File: src/rtl/dmem_arb_pkg.sv
// dmem_arb_pkg
// Shared definitions for the data-memory arbiter: the response-owner
// encoding and the default parameter values used by the top and the
// starve counter.
// Ports: none (package).
package dmem_arb_pkg;

  // Who receives the completion pulse in the cycle after a grant.
  typedef enum logic [1:0] {
    OWN_NONE = 2'd0,
    OWN_CPU  = 2'd1,
    OWN_DMA  = 2'd2
  } owner_t;

  localparam logic [7:0] IO_BASE_DEFAULT  = 8'hF8;
  localparam int         MAX_WAIT_DEFAULT = 4;

endpackage

File: src/rtl/dmem_arbiter_if.sv
// dmem_arbiter_if
// Bundles the two requester ports (CPU, DMA) and the data-memory port.
// Ports:
//   cpu_*  : CPU request (req/we/addr/wdata), grant and completion (rvalid/rdata)
//   dma_*  : DMA request, grant, completion and protection error
//   addr/data/mw : data-memory address, write data, write enable
//   q      : data-memory read data, one cycle after addr is sampled
// Modports: slave = arbiter view, master = requesters + memory view.
interface dmem_arbiter_if;

  logic       cpu_req;
  logic       cpu_we;
  logic [7:0] cpu_addr;
  logic [7:0] cpu_wdata;
  logic       cpu_gnt;
  logic       cpu_rvalid;
  logic [7:0] cpu_rdata;

  logic       dma_req;
  logic       dma_we;
  logic [7:0] dma_addr;
  logic [7:0] dma_wdata;
  logic       dma_gnt;
  logic       dma_rvalid;
  logic [7:0] dma_rdata;
  logic       dma_err;

  logic [7:0] addr;
  logic [7:0] data;
  logic       mw;
  logic [7:0] q;

  modport slave (
    input  cpu_req, cpu_we, cpu_addr, cpu_wdata,
    output cpu_gnt, cpu_rvalid, cpu_rdata,
    input  dma_req, dma_we, dma_addr, dma_wdata,
    output dma_gnt, dma_rvalid, dma_rdata, dma_err,
    output addr, data, mw,
    input  q
  );

  modport master (
    output cpu_req, cpu_we, cpu_addr, cpu_wdata,
    input  cpu_gnt, cpu_rvalid, cpu_rdata,
    output dma_req, dma_we, dma_addr, dma_wdata,
    input  dma_gnt, dma_rvalid, dma_rdata, dma_err,
    input  addr, data, mw,
    output q
  );

endinterface

File: src/rtl/dmem_starve_ctr.sv
// dmem_starve_ctr
// Counts consecutive cycles in which the DMA requester is denied, saturating
// at MAX_WAIT. Any grant or any cycle without a request restarts the count.
// Ports:
//   clk, rst  : clock, asynchronous active-high reset
//   req       : DMA request
//   gnt       : DMA grant this cycle
//   at_limit  : count has reached MAX_WAIT, DMA must win the next contest
module dmem_starve_ctr
  import dmem_arb_pkg::*;
#(
  parameter int MAX_WAIT = MAX_WAIT_DEFAULT
) (
  input  logic clk,
  input  logic rst,
  input  logic req,
  input  logic gnt,
  output logic at_limit
);

  localparam logic [3:0] LIMIT = 4'(MAX_WAIT);

  logic [3:0] count;
  logic [3:0] count_next;

  always_comb begin
    count_next = count;
    if (!req || gnt) begin
      count_next = '0;
    end else if (count != LIMIT) begin
      count_next = count + 4'd1;
    end
  end

  always_ff @(posedge clk or posedge rst) begin
    if (rst) begin
      count <= '0;
    end else begin
      count <= count_next;
    end
  end

  assign at_limit = (count == LIMIT);

endmodule

File: src/rtl/dmem_arbiter.sv
// dmem_arbiter
// Two-requester arbiter in front of a single-port data memory. CPU has
// priority unless the DMA has been starved for MAX_WAIT cycles. Grants are
// combinational; one access per cycle, completion one cycle later. DMA writes
// into the IO window [IO_BASE..8'hFF] are accepted but suppressed and flagged.
// Ports:
//   clk, rst : clock, asynchronous active-high reset
//   bus      : dmem_arbiter_if.slave (requesters and memory port)
module dmem_arbiter
  import dmem_arb_pkg::*;
#(
  parameter logic [7:0] IO_BASE  = IO_BASE_DEFAULT,
  parameter int         MAX_WAIT = MAX_WAIT_DEFAULT
) (
  input  logic           clk,
  input  logic           rst,
  dmem_arbiter_if.slave  bus
);

  logic   at_limit;
  logic   dma_wins;
  logic   cpu_gnt_c;
  logic   dma_gnt_c;
  logic   dma_io_write;

  owner_t owner_q, owner_d;
  logic   we_q, we_d;
  logic   err_q, err_d;

  // Grant decision; reset gates grants off immediately so no access starts
  // while the response register is being cleared.
  always_comb begin
    dma_wins     = bus.dma_req && (!bus.cpu_req || at_limit);
    cpu_gnt_c    = !rst && bus.cpu_req && !dma_wins;
    dma_gnt_c    = !rst && dma_wins;
    dma_io_write = bus.dma_we && (bus.dma_addr >= IO_BASE);
  end

  dmem_starve_ctr #(
    .MAX_WAIT (MAX_WAIT)
  ) u_starve (
    .clk      (clk),
    .rst      (rst),
    .req      (bus.dma_req),
    .gnt      (dma_gnt_c),
    .at_limit (at_limit)
  );

  // Memory port mux and response-register next state.
  always_comb begin
    bus.cpu_gnt = cpu_gnt_c;
    bus.dma_gnt = dma_gnt_c;
    bus.addr    = '0;
    bus.data    = '0;
    bus.mw      = 1'b0;
    owner_d     = OWN_NONE;
    we_d        = 1'b0;
    err_d       = 1'b0;
    if (cpu_gnt_c) begin
      bus.addr = bus.cpu_addr;
      bus.data = bus.cpu_wdata;
      bus.mw   = bus.cpu_we;
      owner_d  = OWN_CPU;
      we_d     = bus.cpu_we;
    end else if (dma_gnt_c) begin
      bus.addr = bus.dma_addr;
      bus.data = bus.dma_wdata;
      bus.mw   = bus.dma_we && !dma_io_write;
      owner_d  = OWN_DMA;
      we_d     = bus.dma_we;
      err_d    = dma_io_write;
    end
  end

  always_ff @(posedge clk or posedge rst) begin
    if (rst) begin
      owner_q <= OWN_NONE;
      we_q    <= 1'b0;
      err_q   <= 1'b0;
    end else begin
      owner_q <= owner_d;
      we_q    <= we_d;
      err_q   <= err_d;
    end
  end

  // Completion side: only reads return memory data, and only to the owner.
  always_comb begin
    bus.cpu_rvalid = !rst && (owner_q == OWN_CPU);
    bus.dma_rvalid = !rst && (owner_q == OWN_DMA);
    bus.cpu_rdata  = (bus.cpu_rvalid && !we_q) ? bus.q : 8'h00;
    bus.dma_rdata  = (bus.dma_rvalid && !we_q) ? bus.q : 8'h00;
    bus.dma_err    = bus.dma_rvalid && err_q;
  end

endmodule

File: src/flat_wrapper.sv
// flat-port wrapper written by rule: the top's interface ports become plain ports
module dmem_arbiter_flat import dmem_arb_pkg::*;
#(
  parameter logic [7:0] IO_BASE  = IO_BASE_DEFAULT,
  parameter int         MAX_WAIT = MAX_WAIT_DEFAULT
)
  (clk, rst, bus_cpu_req, bus_cpu_we, bus_cpu_addr, bus_cpu_wdata, bus_cpu_gnt, bus_cpu_rvalid, bus_cpu_rdata, bus_dma_req, bus_dma_we, bus_dma_addr, bus_dma_wdata, bus_dma_gnt, bus_dma_rvalid, bus_dma_rdata, bus_dma_err, bus_addr, bus_data, bus_mw, bus_q);
  dmem_arbiter_if bus_i ();
  input  logic clk;
  input  logic rst;
  input wire logic [$bits(bus_i.cpu_req)-1:0] bus_cpu_req;
  input wire logic [$bits(bus_i.cpu_we)-1:0] bus_cpu_we;
  input wire logic [$bits(bus_i.cpu_addr)-1:0] bus_cpu_addr;
  input wire logic [$bits(bus_i.cpu_wdata)-1:0] bus_cpu_wdata;
  output wire logic [$bits(bus_i.cpu_gnt)-1:0] bus_cpu_gnt;
  output wire logic [$bits(bus_i.cpu_rvalid)-1:0] bus_cpu_rvalid;
  output wire logic [$bits(bus_i.cpu_rdata)-1:0] bus_cpu_rdata;
  input wire logic [$bits(bus_i.dma_req)-1:0] bus_dma_req;
  input wire logic [$bits(bus_i.dma_we)-1:0] bus_dma_we;
  input wire logic [$bits(bus_i.dma_addr)-1:0] bus_dma_addr;
  input wire logic [$bits(bus_i.dma_wdata)-1:0] bus_dma_wdata;
  output wire logic [$bits(bus_i.dma_gnt)-1:0] bus_dma_gnt;
  output wire logic [$bits(bus_i.dma_rvalid)-1:0] bus_dma_rvalid;
  output wire logic [$bits(bus_i.dma_rdata)-1:0] bus_dma_rdata;
  output wire logic [$bits(bus_i.dma_err)-1:0] bus_dma_err;
  output wire logic [$bits(bus_i.addr)-1:0] bus_addr;
  output wire logic [$bits(bus_i.data)-1:0] bus_data;
  output wire logic [$bits(bus_i.mw)-1:0] bus_mw;
  input wire logic [$bits(bus_i.q)-1:0] bus_q;
  assign bus_i.cpu_req = bus_cpu_req;
  assign bus_i.cpu_we = bus_cpu_we;
  assign bus_i.cpu_addr = bus_cpu_addr;
  assign bus_i.cpu_wdata = bus_cpu_wdata;
  assign bus_cpu_gnt = bus_i.cpu_gnt;
  assign bus_cpu_rvalid = bus_i.cpu_rvalid;
  assign bus_cpu_rdata = bus_i.cpu_rdata;
  assign bus_i.dma_req = bus_dma_req;
  assign bus_i.dma_we = bus_dma_we;
  assign bus_i.dma_addr = bus_dma_addr;
  assign bus_i.dma_wdata = bus_dma_wdata;
  assign bus_dma_gnt = bus_i.dma_gnt;
  assign bus_dma_rvalid = bus_i.dma_rvalid;
  assign bus_dma_rdata = bus_i.dma_rdata;
  assign bus_dma_err = bus_i.dma_err;
  assign bus_addr = bus_i.addr;
  assign bus_data = bus_i.data;
  assign bus_mw = bus_i.mw;
  assign bus_i.q = bus_q;
  dmem_arbiter #(.IO_BASE(IO_BASE), .MAX_WAIT(MAX_WAIT)) u_core (.clk(clk), .rst(rst), .bus(bus_i));
endmodule
File: config.mk
export PLATFORM = sky130hd
export DESIGN_NAME = dmem_arbiter_flat
export DESIGN_NICKNAME = d
export VERILOG_FILES = /design/src/rtl/dmem_arb_pkg.sv /design/src/rtl/dmem_arbiter_if.sv /design/src/rtl/dmem_starve_ctr.sv /design/src/rtl/dmem_arbiter.sv /design/src/flat_wrapper.sv
export SDC_FILE = /design/constraint.sdc
export NUM_CORES = 1
export LEC_CHECK = 0
export BUFFER_PORTS_ARGS = -buffer_cell sky130_fd_sc_hd__buf_2
export CAP_MARGIN = 5
export CORE_AREA = 5 5 56 58
export CTS_CLUSTER_DIAMETER = 40
export DETAILED_ROUTE_END_ITERATION = 10
export DIE_AREA = 0 0 61 63
export GPL_TIMING_DRIVEN = 0
export PLACE_DENSITY_LB_ADDON = 0.3
export SETUP_SLACK_MARGIN = 0.1
export SYNTH_ARGS = -nofsm -noshare
export SYNTH_HDL_FRONTEND = slang
export SYNTH_SLANG_ARGS = --single-unit
File: constraint.sdc
create_clock -name clk -period 1.65 [get_ports clk]
set_clock_uncertainty 0.15 [all_clocks]
set_input_delay 0.2475 -clock clk [delete_from_list [all_inputs] [get_ports clk]]
set_output_delay 0.2475 -clock clk [all_outputs]
set_load 0.01 [all_outputs]
# --- Word-level counts from Yosys, hierarchy flattened ---
# Index checks and enable logic that the tools add are counted.
op_classes:
  addsub: 1
  muxes: 16
  order_cmp: 1
  n_eq_ne: 4
  n_reduce_logical: 20
ops:
  columns: ["cell", "count"]
  rows:
  - ["$mux 8", 6]
  - ["$logic_and 1x1->1", 11]
  - ["$ge 8x8->1 const B", 1]
  - ["$mux 4", 2]
  - ["$logic_not 1->1", 6]
  - ["$mux 1", 6]
  - ["$add 4x1->4 const B", 1]
  - ["$eq 4x3->1 const B", 1]
  - ["$mux 2", 2]
  - ["$ne 4x3->1 const B", 1]
  - ["$eq 2x1->1 const B", 1]
  - ["$eq 2x2->1 const B", 1]
  - ["$logic_or 1x1->1", 2]
  - ["$reduce_bool 2->1", 1]
totals:
  wordCells: 46
  ff_bits: 8
  input_bits: 46
  out_inout_bits: 38

# --- Longest topological paths before layout ---
# Gate-level depths: netlist of the first run.
depth:
  word_depth: 6
  depth_mapped: 7
  mapped_depth_nobuf: 5

# --- Hierarchy ---
# Synthesis of the first run repeated with hierarchy kept, for this count alone.
unflattened:
  cells_unflattened: 79
  hier_area_um2: 765.7
modules_own_cells:
  columns: ["module", "cells_each", "seq_area_each_um2", "instances", "area_per_inst_um2"]
  rows:
  - ["dmem_arbiter", 55, 100.1, 1, 510.5]
  - ["dmem_starve_ctr", 24, 100.1, 1, 255.2]

# --- Least setup slack after synthesis of the first run ---
# OpenSTA, ideal clock, no wires.
synth_path:
  path_kind: "register to output"
  startpoint: "register u_core.u_starve.count[0]"
  endpoint: "output port bus_addr[5]"
  stages_incl_launch_ff: 8
  t_arrival_ns: 1.469
  n_path_buf: 2
  setup_slack_ns: -0.217
  required_time_ns: 1.252
  path_cell_list: "dfrtp_1 inv_1 ha_1 nand3b_4 o211a_1 buf_6 buf_6 a22o_1"
synth_via:
  elab_chain_cells: 6
  word_cells_on_any_way: 8
  cone_classes: "eq/ne (1); mux (2); reduce/logical (5)"
synth_rtl:
  columns: ["element", "line_no", "source"]
  rows:
  - ["start: declaration", "dmem_starve_ctr.sv:23", "logic [3:0] count;"]
  - ["start signal: assignment", "dmem_starve_ctr.sv:39", "count <= count_next;"]
  - ["$eq 4x3->1", "dmem_starve_ctr.sv:43", "assign at_limit = (count == LIMIT);"]
  - ["$logic_or 1x1->1", "dmem_arbiter.sv:33", "dma_wins = bus.dma_req && (!bus.cpu_req || at_limit);"]
  - ["$logic_and 1x1->1", "dmem_arbiter.sv:33", null]
  - ["$logic_not 1->1", "dmem_arbiter.sv:34", "cpu_gnt_c = !rst && bus.cpu_req && !dma_wins;"]
  - ["$logic_and 1x1->1", "dmem_arbiter.sv:34", null]
  - ["via bus_cpu_gnt", "flat_wrapper.sv:15", "output wire logic [$bits(bus_i.cpu_gnt)-1:0] bus_cpu_gnt;"]
  - ["$mux 8", "dmem_arbiter.sv:59", "if (cpu_gnt_c) begin"]
  - ["end: declaration", "flat_wrapper.sv:26", "output wire logic [$bits(bus_i.addr)-1:0] bus_addr;"]
# The timed path passes the listed nets, and every way through them passes these cells.

# --- Final worst setup path of the first run ---
layout_path:
  startpoint: "register u_core.u_starve.count[0]"
  endpoint: "output port bus_addr[5]"
layout_via:
  elab_chain_cells: 6
  word_cells_on_any_way: 8
  cone_classes: "eq/ne (1); mux (2); reduce/logical (5)"
layout_rtl:
  columns: ["element", "line_no"]
  rows:
  - ["$eq 4x3->1 *", "dmem_starve_ctr.sv:43"]
  - ["$logic_or 1x1->1 *", "dmem_arbiter.sv:33"]
  - ["$logic_and 1x1->1 *", "dmem_arbiter.sv:33"]
  - ["$logic_and 1x1->1 / $logic_not 1->1 (equally long branches)", "dmem_arbiter.sv:35, dmem_arbiter.sv:34"]
  - ["$mux 8 / $logic_and 1x1->1 (equally long branches)", "dmem_arbiter.sv:65, dmem_arbiter.sv:34"]
  - ["$mux 8 *", "dmem_arbiter.sv:59"]
# Every way passes the cells marked *; elsewhere a longest branch is shown, timed or not.

==> results by group, run 1 <==
Outcome
  – Status: finished with violations
  – Violated checks: setup timing

Pwr
  – Pwr/cell area: 495 nW/µm²
  – Leakage power: 0.000857 µW
  – Peak supply drop: 263 µV

Worst setup path
  – CP Max Fanout: 11
  – Critical Path AT: 1.76 ns
  – Worst-case reg-to-reg path depth: 9
  – Crit path max-delay cell type: dfrtp_1
  – Crit path cell chain: inv_2 > ha_4 > nand3b_4 > o211a_1 > buf_6 > buf_8 > a22o_1 > buf_2
  – Critical path class: register to output pin
  – R2R Setup Slk: -0.11 ns
  – CP Data Required Time: 1.25 ns
  – CP Capture Type: output pin
  – Startpoint Class: register
  – Worst R2R Start: u_core.u_starve.count[0]
  – Slowest stage delay, CP: 0.40 ns
  – FF-to-FF End: u_core.u_starve.count[2]

Yosys
  – #FFs+latches synth: 8
  – Syn Area/Cell: 9.32 µm²
  – Netlist cell types: 23
  – Register area share after synthesis: 28.3%
  – Cell Area, Synth: 708 µm²
  – Yosys top cell by area: dfrtp_1
  – Post-Syn Nets: 124
  – Synth top area cells: dfrtp_1, a22o_1, and2_1, ha_1, buf_6
  – YS warnings: 0
  – Synth top area share: 28.3%
  – Post-synthesis cell count: 76

Global route
  – First-pass GRT wire length: 4040 µm
  – GRT Total Usage: 13.7%
  – Largest net degree at the start of global routing: 12
  – GRT Residual Overflow: 0
  – Initial antenna violation count: 0
  – Vias in the first global route: 1011

Placed design
  – Placed Cells: 190
  – Port bufs: 83
  – Routability cong.: 0.723
  – Hpwl dp: 2080 µm

Routing
  – Via Count: 1009
  – DRC viols: 0
  – Vias per Instance: 4.85
  – WL final: 2810 µm
  – Final antenna-violating net count: 0
  – Met1 WL: 973 µm
  – Iteration-0 DRC Markers: 14
  – Routed wl met3: 388 µm
  – Drt first pass iters: 4
  – DR WL/cell: 13.5 µm
  – DR WL met2: 1400 µm
  – Topmost layer with routed signal wires: met4

Clock tree
  – Worst-case clock buffer depth: 2
  – Later-pin clock latency in the skew report: 0.25 ns
  – CTS tree: built
  – Clock Pin Slew Worst Setup and Hold Paths: 0.06 ns
  – Clk sink count: 8
  – H-tree lvl count: 1
  – Clk root buf: clkbuf_4
  – CTS buffer count: 3

STA
  – Slew Limit Fails: 0
  – Worst slew pin tran: 0.390 ns
  – RSZ-0062 raised after global routing: yes
  – Fin. Hold Viols: 0
  – Final worst setup slack: -0.507 ns
  – Slew headroom: 73.9%
  – Final setup vio count: 40
  – Tmin final: 2.16 ns
  – Final worst path period share: 131%
  – Max Clock Freq: 464 MHz

Hold path
  – Hold Crit Start: bus_cpu_we
  – Hold depth: 2
  – HP Class: input port to register
  – Min-Delay Endpoint: u_core.we_q

Cells and area
  – Area growth, synth to finish: 106%
  – Share of layout cells above drive strength 1: 68.4%
  – Fill count: 228
  – Commonest non-fill, non-tap cells in the layout: buf_2, a22o_1, buf_6
  – Finished Layout Cells: 208
  – Commonest non-fill, non-tap cell in the layout: buf_2
  – Final Util: 55.8%
  – Final nets: 227
  – # diodes: 0

Die
  – Full die area: 3840 µm²
  – Die height: 63 µm
  – Die Wd: 61 µm
  – Row count: 19
  – Starting Density: 27.1%
  – Core area: 2620 µm²
  – Io pins: 84

Flow run
  – Max-cap violation count: 0
## Yosys cell counts
master,number
a2111oi_0,1
a211oi_1,1
a21oi_1,1
a21oi_2,1
a22o_1,17
a32o_1,1
and2_1,17
and3_1,1
buf_2,2
buf_6,2
dfrtp_1,8
ha_1,2
inv_1,5
mux2i_1,2
nand2b_1,1
nand3_1,2
nand3b_4,1
nor2_1,1
nor2b_1,2
nor3_1,3
nor3b_1,2
o211a_1,1
xnor2_1,2
## cell families after synthesis
family | Yosys count | synth area share, %
and+or+nand+nor | 30 | 27.6
xor gates and xnor gates | 2 | 2.47
DFF | 8 | 28.3
adders and majority gates | 2 | 3.53
muxes | 2 | 2.83
AOI/OAI and AO/OA | 23 | 28.1
buffers and inverters | 9 | 7.24
## metrics by stage
stage / power (µW) / area [µm²] / hold WS [ns] / worst slack [ns] / setup TNS (ns)
5_1_grt: 767 / 1460 / 0.119 / -0.592 / -14.36
2_1_floorplan: 372 / 727 / -0.0788 / -0.201 / -2.52
3_5_place_dp: 493 / 1180 / 0.110 / -0.393 / -6.51
6_report: 723 / 1460 / 0.0997 / -0.507 / -10.93
3_3_place_gp: 481 / 1180 / 0.0994 / -0.368 / -5.68
4_1_cts: 711 / 1370 / 0.0862 / -0.502 / -10.25
## registers in the layout, summed over array words and instances, names as in the netlist
name	cells
u_core.u_starve.count	4
u_core.owner_q	2
u_core.err_q	1
u_core.we_q	1
## metal layers
layer / vias up / global-route usage (%)
met4: 0 / 7.05
met3: 4 / 2.07
li1: 484 / -
met5: - / 0
met2: 73 / 24.3
met1: 448 / 14.8
## worst max-delay path: cells and delay by family, from the launching register on
kind                     cells  cell delay, ns
adder cells (fa/ha/maj)      1            0.14
flip-flops                   1            0.40
buffers and inverters        4            0.49
AND/OR/NAND/NOR              1            0.08
AO/OA/AOI/OAI                2            0.40
## where the power goes
part	switching, µW	internal [µW]
clock network	66.8	83.3
registers	15.2	212
logic	156	189
total	238	485
## what timing repair did
item                                    4_1_cts  5_1_grt
gates cloned                                  0        1
setup buffers                                11        2
resized for setup                            15       19
endpoints found under the setup margin       41       43
pin swaps                                    11       19
endpoints found under the hold margin         8        0
hold buffers                                  1        0
## cell type report
cell class | instances | area [µm²] | area share (%)
Buffer | 4 | 48.8 | 3.34
Sequential cell | 8 | 200 | 13.7
Timing Repair Buffer | 98 | 592 | 40.6
Clock buffer | 3 | 22.5 | 1.54
Tap cell | 31 | 38.8 | 2.66
Inverter | 5 | 18.8 | 1.29
Multi-Input combinational cell | 59 | 538 | 36.9
## worst max-delay path by stage
stage                             startpoint          end  slack [ns]  depth (start not counted)
floorplan           u_core.u_starve.count[0]  bus_addr[5]       -0.20                          7
global placement    u_core.u_starve.count[0]  bus_addr[5]       -0.37                          8
detailed placement  u_core.u_starve.count[1]  bus_addr[5]       -0.39                          8
CTS                 u_core.u_starve.count[0]  bus_addr[5]       -0.50                          8
global route        u_core.u_starve.count[0]  bus_data[3]       -0.59                          8
finish              u_core.u_starve.count[0]  bus_addr[5]       -0.51                          8
(Power assumes the default switching activity.)
==> inputs of run 2 (changes only) <==
--- a/config.mk
+++ b/config.mk
@@ -8,12 +8,14 @@
 export BUFFER_PORTS_ARGS = -buffer_cell sky130_fd_sc_hd__buf_2
 export CAP_MARGIN = 5
 export CORE_AREA = 5 5 56 58
+export CTS_BUF_LIST = sky130_fd_sc_hd__clkbuf_16
 export CTS_CLUSTER_DIAMETER = 40
 export DETAILED_ROUTE_END_ITERATION = 10
 export DIE_AREA = 0 0 61 63
 export GPL_TIMING_DRIVEN = 0
 export PLACE_DENSITY_LB_ADDON = 0.3
 export SETUP_SLACK_MARGIN = 0.1
+export SKIP_CTS_REPAIR_TIMING = 1
 export SYNTH_ARGS = -nofsm -noshare
 export SYNTH_HDL_FRONTEND = slang
 export SYNTH_SLANG_ARGS = --single-unit
==> run 2 against run 1 <==
The flow still finishes with violations (setup timing); core utilization increased by 3.0 points; combinational power increased by 6.1%; sequential share of layout area decreased by 0.70 points; via count decreased by 0.30%; first-iteration DRC count increased by 79%; die area unchanged; sequential power increased by 4%; critical endpoint is now bus_addr[6]; largest cell class unchanged; largest power group is now clock.
==> results by group, run 2 (synthesis results as in run 1) <==
Outcome
  – Status: finished with violations
  – Violated checks: setup timing

Pwr
  – Pwr/cell area: 653 nW/µm²
  – Leakage power: 0.000889 µW
  – Peak supply drop: 402 µV

Routing
  – Via Count: 1006
  – Iteration-0 DRC Markers: 25
  – WL final: 2890 µm
  – DR WL/cell: 13.7 µm
  – Final antenna-violating net count: 0
  – Drt first pass iters: 4
  – Vias per Instance: 4.79
  – DRC viols: 0

Global route
  – Vias in the first global route: 865
  – GRT Total Usage: 11.9%
  – GRT Residual Overflow: 0
  – First-pass GRT wire length: 3530 µm
  – Initial antenna violation count: 0
  – Largest net degree at the start of global routing: 12

Worst setup path
  – Critical Path AT: 1.80 ns
  – Critical path class: register to output pin
  – CP Capture Type: output pin
  – Startpoint Class: register
  – CP Data Required Time: 1.25 ns
  – CP Max Fanout: 5

STA
  – Final TNS setup: -10.57 ns
  – Slew headroom: 74.7%
  – Worst slew pin tran: 0.378 ns
  – RSZ-0062 raised after global routing: yes
  – Tmin final: 2.20 ns
  – Final worst setup slack: -0.552 ns
  – Hold slack final: 0.119 ns
  – Slew Limit Fails: 0
  – Final setup vio count: 36
  – Fin. Hold Viols: 0
  – Final worst path period share: 133%
  – Max Clock Freq: 454 MHz

Flow run
  – Max-cap violation count: 0

Clock tree
  – Clock Pin Slew Worst Setup and Hold Paths: 0.04 ns
  – Later-pin clock latency in the skew report: 0.23 ns
  – Worst-case clock buffer depth: 2
  – CTS tree: built
  – Clk root buf: clkbuf_16
  – H-tree lvl count: 1
  – CTS buffer count: 3
  – Clk sink count: 8

Hold path
  – HP Class: input port to register

Placed design
  – Hpwl dp: 2080 µm
  – Port bufs: 83
  – Placed Cells: 190
  – Routability cong.: 0.723

Cells and area
  – Most flops, register: u_core.u_starve.count
  – Finished Layout Cells: 210
  – Max reg flops: 4
  – # diodes: 0
  – Share of layout cells above drive strength 1: 68.7%
  – Final nets: 229
  – Biggest regs: u_core.u_starve.count (4), u_core.owner_q (2)
  – Commonest non-fill, non-tap cell in the layout: buf_2
  – Area growth, synth to finish: 117%
  – Commonest non-fill, non-tap cells in the layout: buf_2, a22o_1, and2_1

Die
  – Die height: 63 µm
  – Starting Density: 27.1%
  – Row count: 19
  – Core area: 2620 µm²
  – Full die area: 3840 µm²
  – Io pins: 84
  – Die Wd: 61 µm
[run 2: final timing paths]
kind	slack [ns]	endpoint	depth (start not counted)	start
max	-0.55	bus_addr[6]	8	u_core.u_starve.count[1]
min	0.12	u_core.we_q	2	bus_cpu_we
max reg2reg	0	u_core.we_q	7	u_core.u_starve.count[1]
min reg2reg	0.49	u_core.u_starve.count[3]	2	u_core.u_starve.count[3]
max in group asynchronous	0.61	u_core.u_starve.count[0]	3	rst
min in group asynchronous	0.47	u_core.owner_q[1]	3	rst
[run 2: metal layers]
metal	vias up	wire length [µm]	global-route usage, %	share of wire, %
met2	72	1400	20.6	48
met4	0	46	5.69	1.6
li1	489	-	-	-
met5	-	0	0	0
met1	440	1070	13.6	37
met3	5	372	2.07	13
[run 2: power by group]
part / total, µW / switching (µW) / leakage, µW / internal [µW]
combinational: 366 / 158 / 0.000744 / 207
sequential: 235 / 21.5 / 0.000107 / 213
clock: 404 / 91.5 / 0.0000370 / 312
[run 2: area by class of cell]
| cell class | instances | area [µm²] |
|---|---|---|
| buffer | 4 | 48.8 |
| multi-input combinational | 59 | 544 |
| inverter | 5 | 18.8 |
| sequential | 8 | 200 |
| tap | 31 | 38.8 |
| clock buffer | 3 | 75.1 |
| timing repair buffer | 100 | 612 |
| fill | 225 | 1080 |
[run 2: through the flow]
step	worst slack [ns]	util, %	total power, µW	area, µm²
after detailed placement	-0.393	45.2	493	1180
after floorplan	-0.201	-	372	727
after global routing	-0.612	58.8	1060	1540
after CTS	-0.651	48.0	900	1260
final	-0.552	58.8	1000	1540
after global placement	-0.368	45.2	481	1180
[run 2: critical path, cell delays in order (launching register included)]
cell and delay [ns]:
dfrtp_1 0.42, inv_2 0.09, ha_4 0.14, nand3b_4 0.09, o211a_4 0.25, buf_6 0.13, clkbuf_16 0.14, a22o_1 0.17
buf_2 0.14
==> inputs of run 3 (changes only) <==
--- a/config.mk
+++ b/config.mk
@@ -7,11 +7,10 @@
 export LEC_CHECK = 0
 export BUFFER_PORTS_ARGS = -buffer_cell sky130_fd_sc_hd__buf_2
 export CAP_MARGIN = 5
-export CORE_AREA = 5 5 56 58
+export CORE_AREA = 5 5 59 55
 export CTS_BUF_LIST = sky130_fd_sc_hd__clkbuf_16
-export CTS_CLUSTER_DIAMETER = 40
 export DETAILED_ROUTE_END_ITERATION = 10
-export DIE_AREA = 0 0 61 63
+export DIE_AREA = 0 0 64 60
 export GPL_TIMING_DRIVEN = 0
 export PLACE_DENSITY_LB_ADDON = 0.3
 export SETUP_SLACK_MARGIN = 0.1
==> run 3 against run 2 <==
The flow still finishes with violations (setup timing); clock power grew 1%; maximum frequency shrank 1.1%; die area is essentially flat; power shrank 0.86%; core utilization is essentially flat; design area grew 0.73%; first-iteration DRC count shrank 72%; global-route usage shrank 0.20 points; highest routed layer unchanged.
==> results by group, run 3 (synthesis results as in run 1) <==
Outcome
  – Status: finished with violations
  – Violated checks: setup timing

Routing
  – Iteration-0 DRC Markers: 7
  – DR WL/cell: 13.1 µm
  – Vias per Instance: 4.84
  – Final antenna-violating net count: 0
  – WL final: 2720 µm
  – Drt first pass iters: 6
  – DRC viols: 0
  – Via Count: 1007

Placed design
  – Placed Cells: 189
  – Routability cong.: 0.808
  – Pre-CTS setup slack: -0.373 ns
  – Port bufs: 83
  – Hpwl dp: 1980 µm

STA
  – Final setup vio count: 41
  – Final worst setup slack: -0.577 ns
  – Max Clock Freq: 449 MHz
  – RSZ-0062 raised after global routing: yes
  – Slew Limit Fails: 0
  – Worst slew pin tran: 0.367 ns
  – Fin. Hold Viols: 0
  – Final TNS setup: -11.78 ns
  – Final worst path period share: 135%
  – Tmin final: 2.23 ns
  – Slew headroom: 75.5%

Worst setup path
  – CP Capture Type: output pin
  – R2R Setup Slk: -0.13 ns
  – Startpoint Class: register
  – CP Data Required Time: 1.25 ns
  – CP Max Fanout: 6
  – Crit path from: u_core.u_starve.count[0]
  – Worst R2R Start: u_core.u_starve.count[0]
  – FF-to-FF End: u_core.u_starve.count[2]
  – Worst-case reg-to-reg path depth: 9
  – Critical Path AT: 1.83 ns
  – Critical path class: register to output pin

Global route
  – GRT Total Usage: 11.7%
  – GRT Max-Usage Layer: met2
  – Largest net degree at the start of global routing: 12
  – Met2 Usage GRT: 19.9%
  – Met1 Track Usage GR: 13.0%
  – Vias in the first global route: 905
  – GRT Residual Overflow: 0
  – M3 GR Usage: 3.95%
  – Initial antenna violation count: 0
  – First-pass GRT wire length: 3570 µm

Clock tree
  – Clock Pin Slew Worst Setup and Hold Paths: 0.04 ns
  – H-tree lvl count: 1
  – Later-pin clock latency in the skew report: 0.23 ns
  – Clk sink count: 8
  – CTS tree: built
  – Worst-case clock buffer depth: 2
  – CTS buffer count: 3
  – Clk root buf: clkbuf_16

Hold path
  – Hold depth: 2
  – Min-Delay Endpoint: u_core.we_q
  – Hold Crit Start: bus_cpu_we
  – HP Class: input port to register

Cells and area
  – Commonest non-fill, non-tap cells in the layout: buf_2, a22o_1, buf_6
  – Area growth, synth to finish: 119%
  – Final nets: 228
  – Most flops, register: u_core.u_starve.count
  – # diodes: 0
  – Max reg flops: 4
  – Finished Layout Cells: 208
  – Biggest regs: u_core.u_starve.count (4), u_core.owner_q (2)
  – Commonest non-fill, non-tap cell in the layout: buf_2
  – Share of layout cells above drive strength 1: 68.0%

Die
  – Die height: 60 µm
  – Full die area: 3840 µm²
  – Row count: 18
  – Starting Density: 26.9%
  – Core area: 2640 µm²
  – Die Wd: 64 µm
  – Io pins: 84

Pwr
  – Leakage power: 0.000903 µW
  – Peak supply drop: 452 µV
  – Pwr/cell area: 642 nW/µm²
  – Total power: 995 µW

Flow run
  – Max-cap violation count: 0
run 3: final cells by class:
| class | count | area [µm²] |
|---|---|---|
| Fill cell | 205 | 1090 |
| Inverter | 5 | 18.8 |
| Clock buffer | 3 | 75.1 |
| Sequential cell | 8 | 201 |
| Tap cell | 30 | 37.5 |
| Buffer | 4 | 48.8 |
| Multi-Input combinational cell | 59 | 519 |
| Timing Repair Buffer | 99 | 648 |
run 3: worst max-delay path: stages, from the launching register on:
cell,delay [ns]
dfrtp_2,0.43
inv_2,0.08
ha_4,0.14
nand3b_4,0.11
o211a_1,0.25
buf_6,0.14
clkbuf_16,0.15
a22o_1,0.17
buf_2,0.14
run 3: power by group:
part           switching, µW  internal [µW]
Clock                   95.5            312
Combinational            147            206
Sequential              20.3            214
run 3: worst max path at each step:
stage	cells past startpoint	endpoint	slack [ns]
after floorplan	7	bus_addr[5]	-0.20
after global placement	8	bus_addr[6]	-0.36
after detailed placement	8	bus_addr[6]	-0.37
after CTS	8	bus_addr[6]	-0.63
after global routing	8	bus_addr[6]	-0.63
final	8	bus_data[1]	-0.58
run 3: stage by stage:
stage          hold slack [ns]  util (%)  cell area (µm²)
2_1_floorplan          -0.0788         -              727
3_3_place_gp            0.0938      44.8             1180
3_5_place_dp             0.109      44.8             1180
4_1_cts                 -0.139      47.6             1250
5_1_grt                  0.125      58.8             1550
6_report                 0.113      58.8             1550
run 3: routing by layer:
| metal | vias to the layer above | part of all wire (%) |
|---|---|---|
| met5 | - | 0 |
| met4 | 0 | 2.9 |
| met3 | 7 | 14 |
| met2 | 77 | 47 |
| met1 | 438 | 37 |
| li1 | 485 | - |
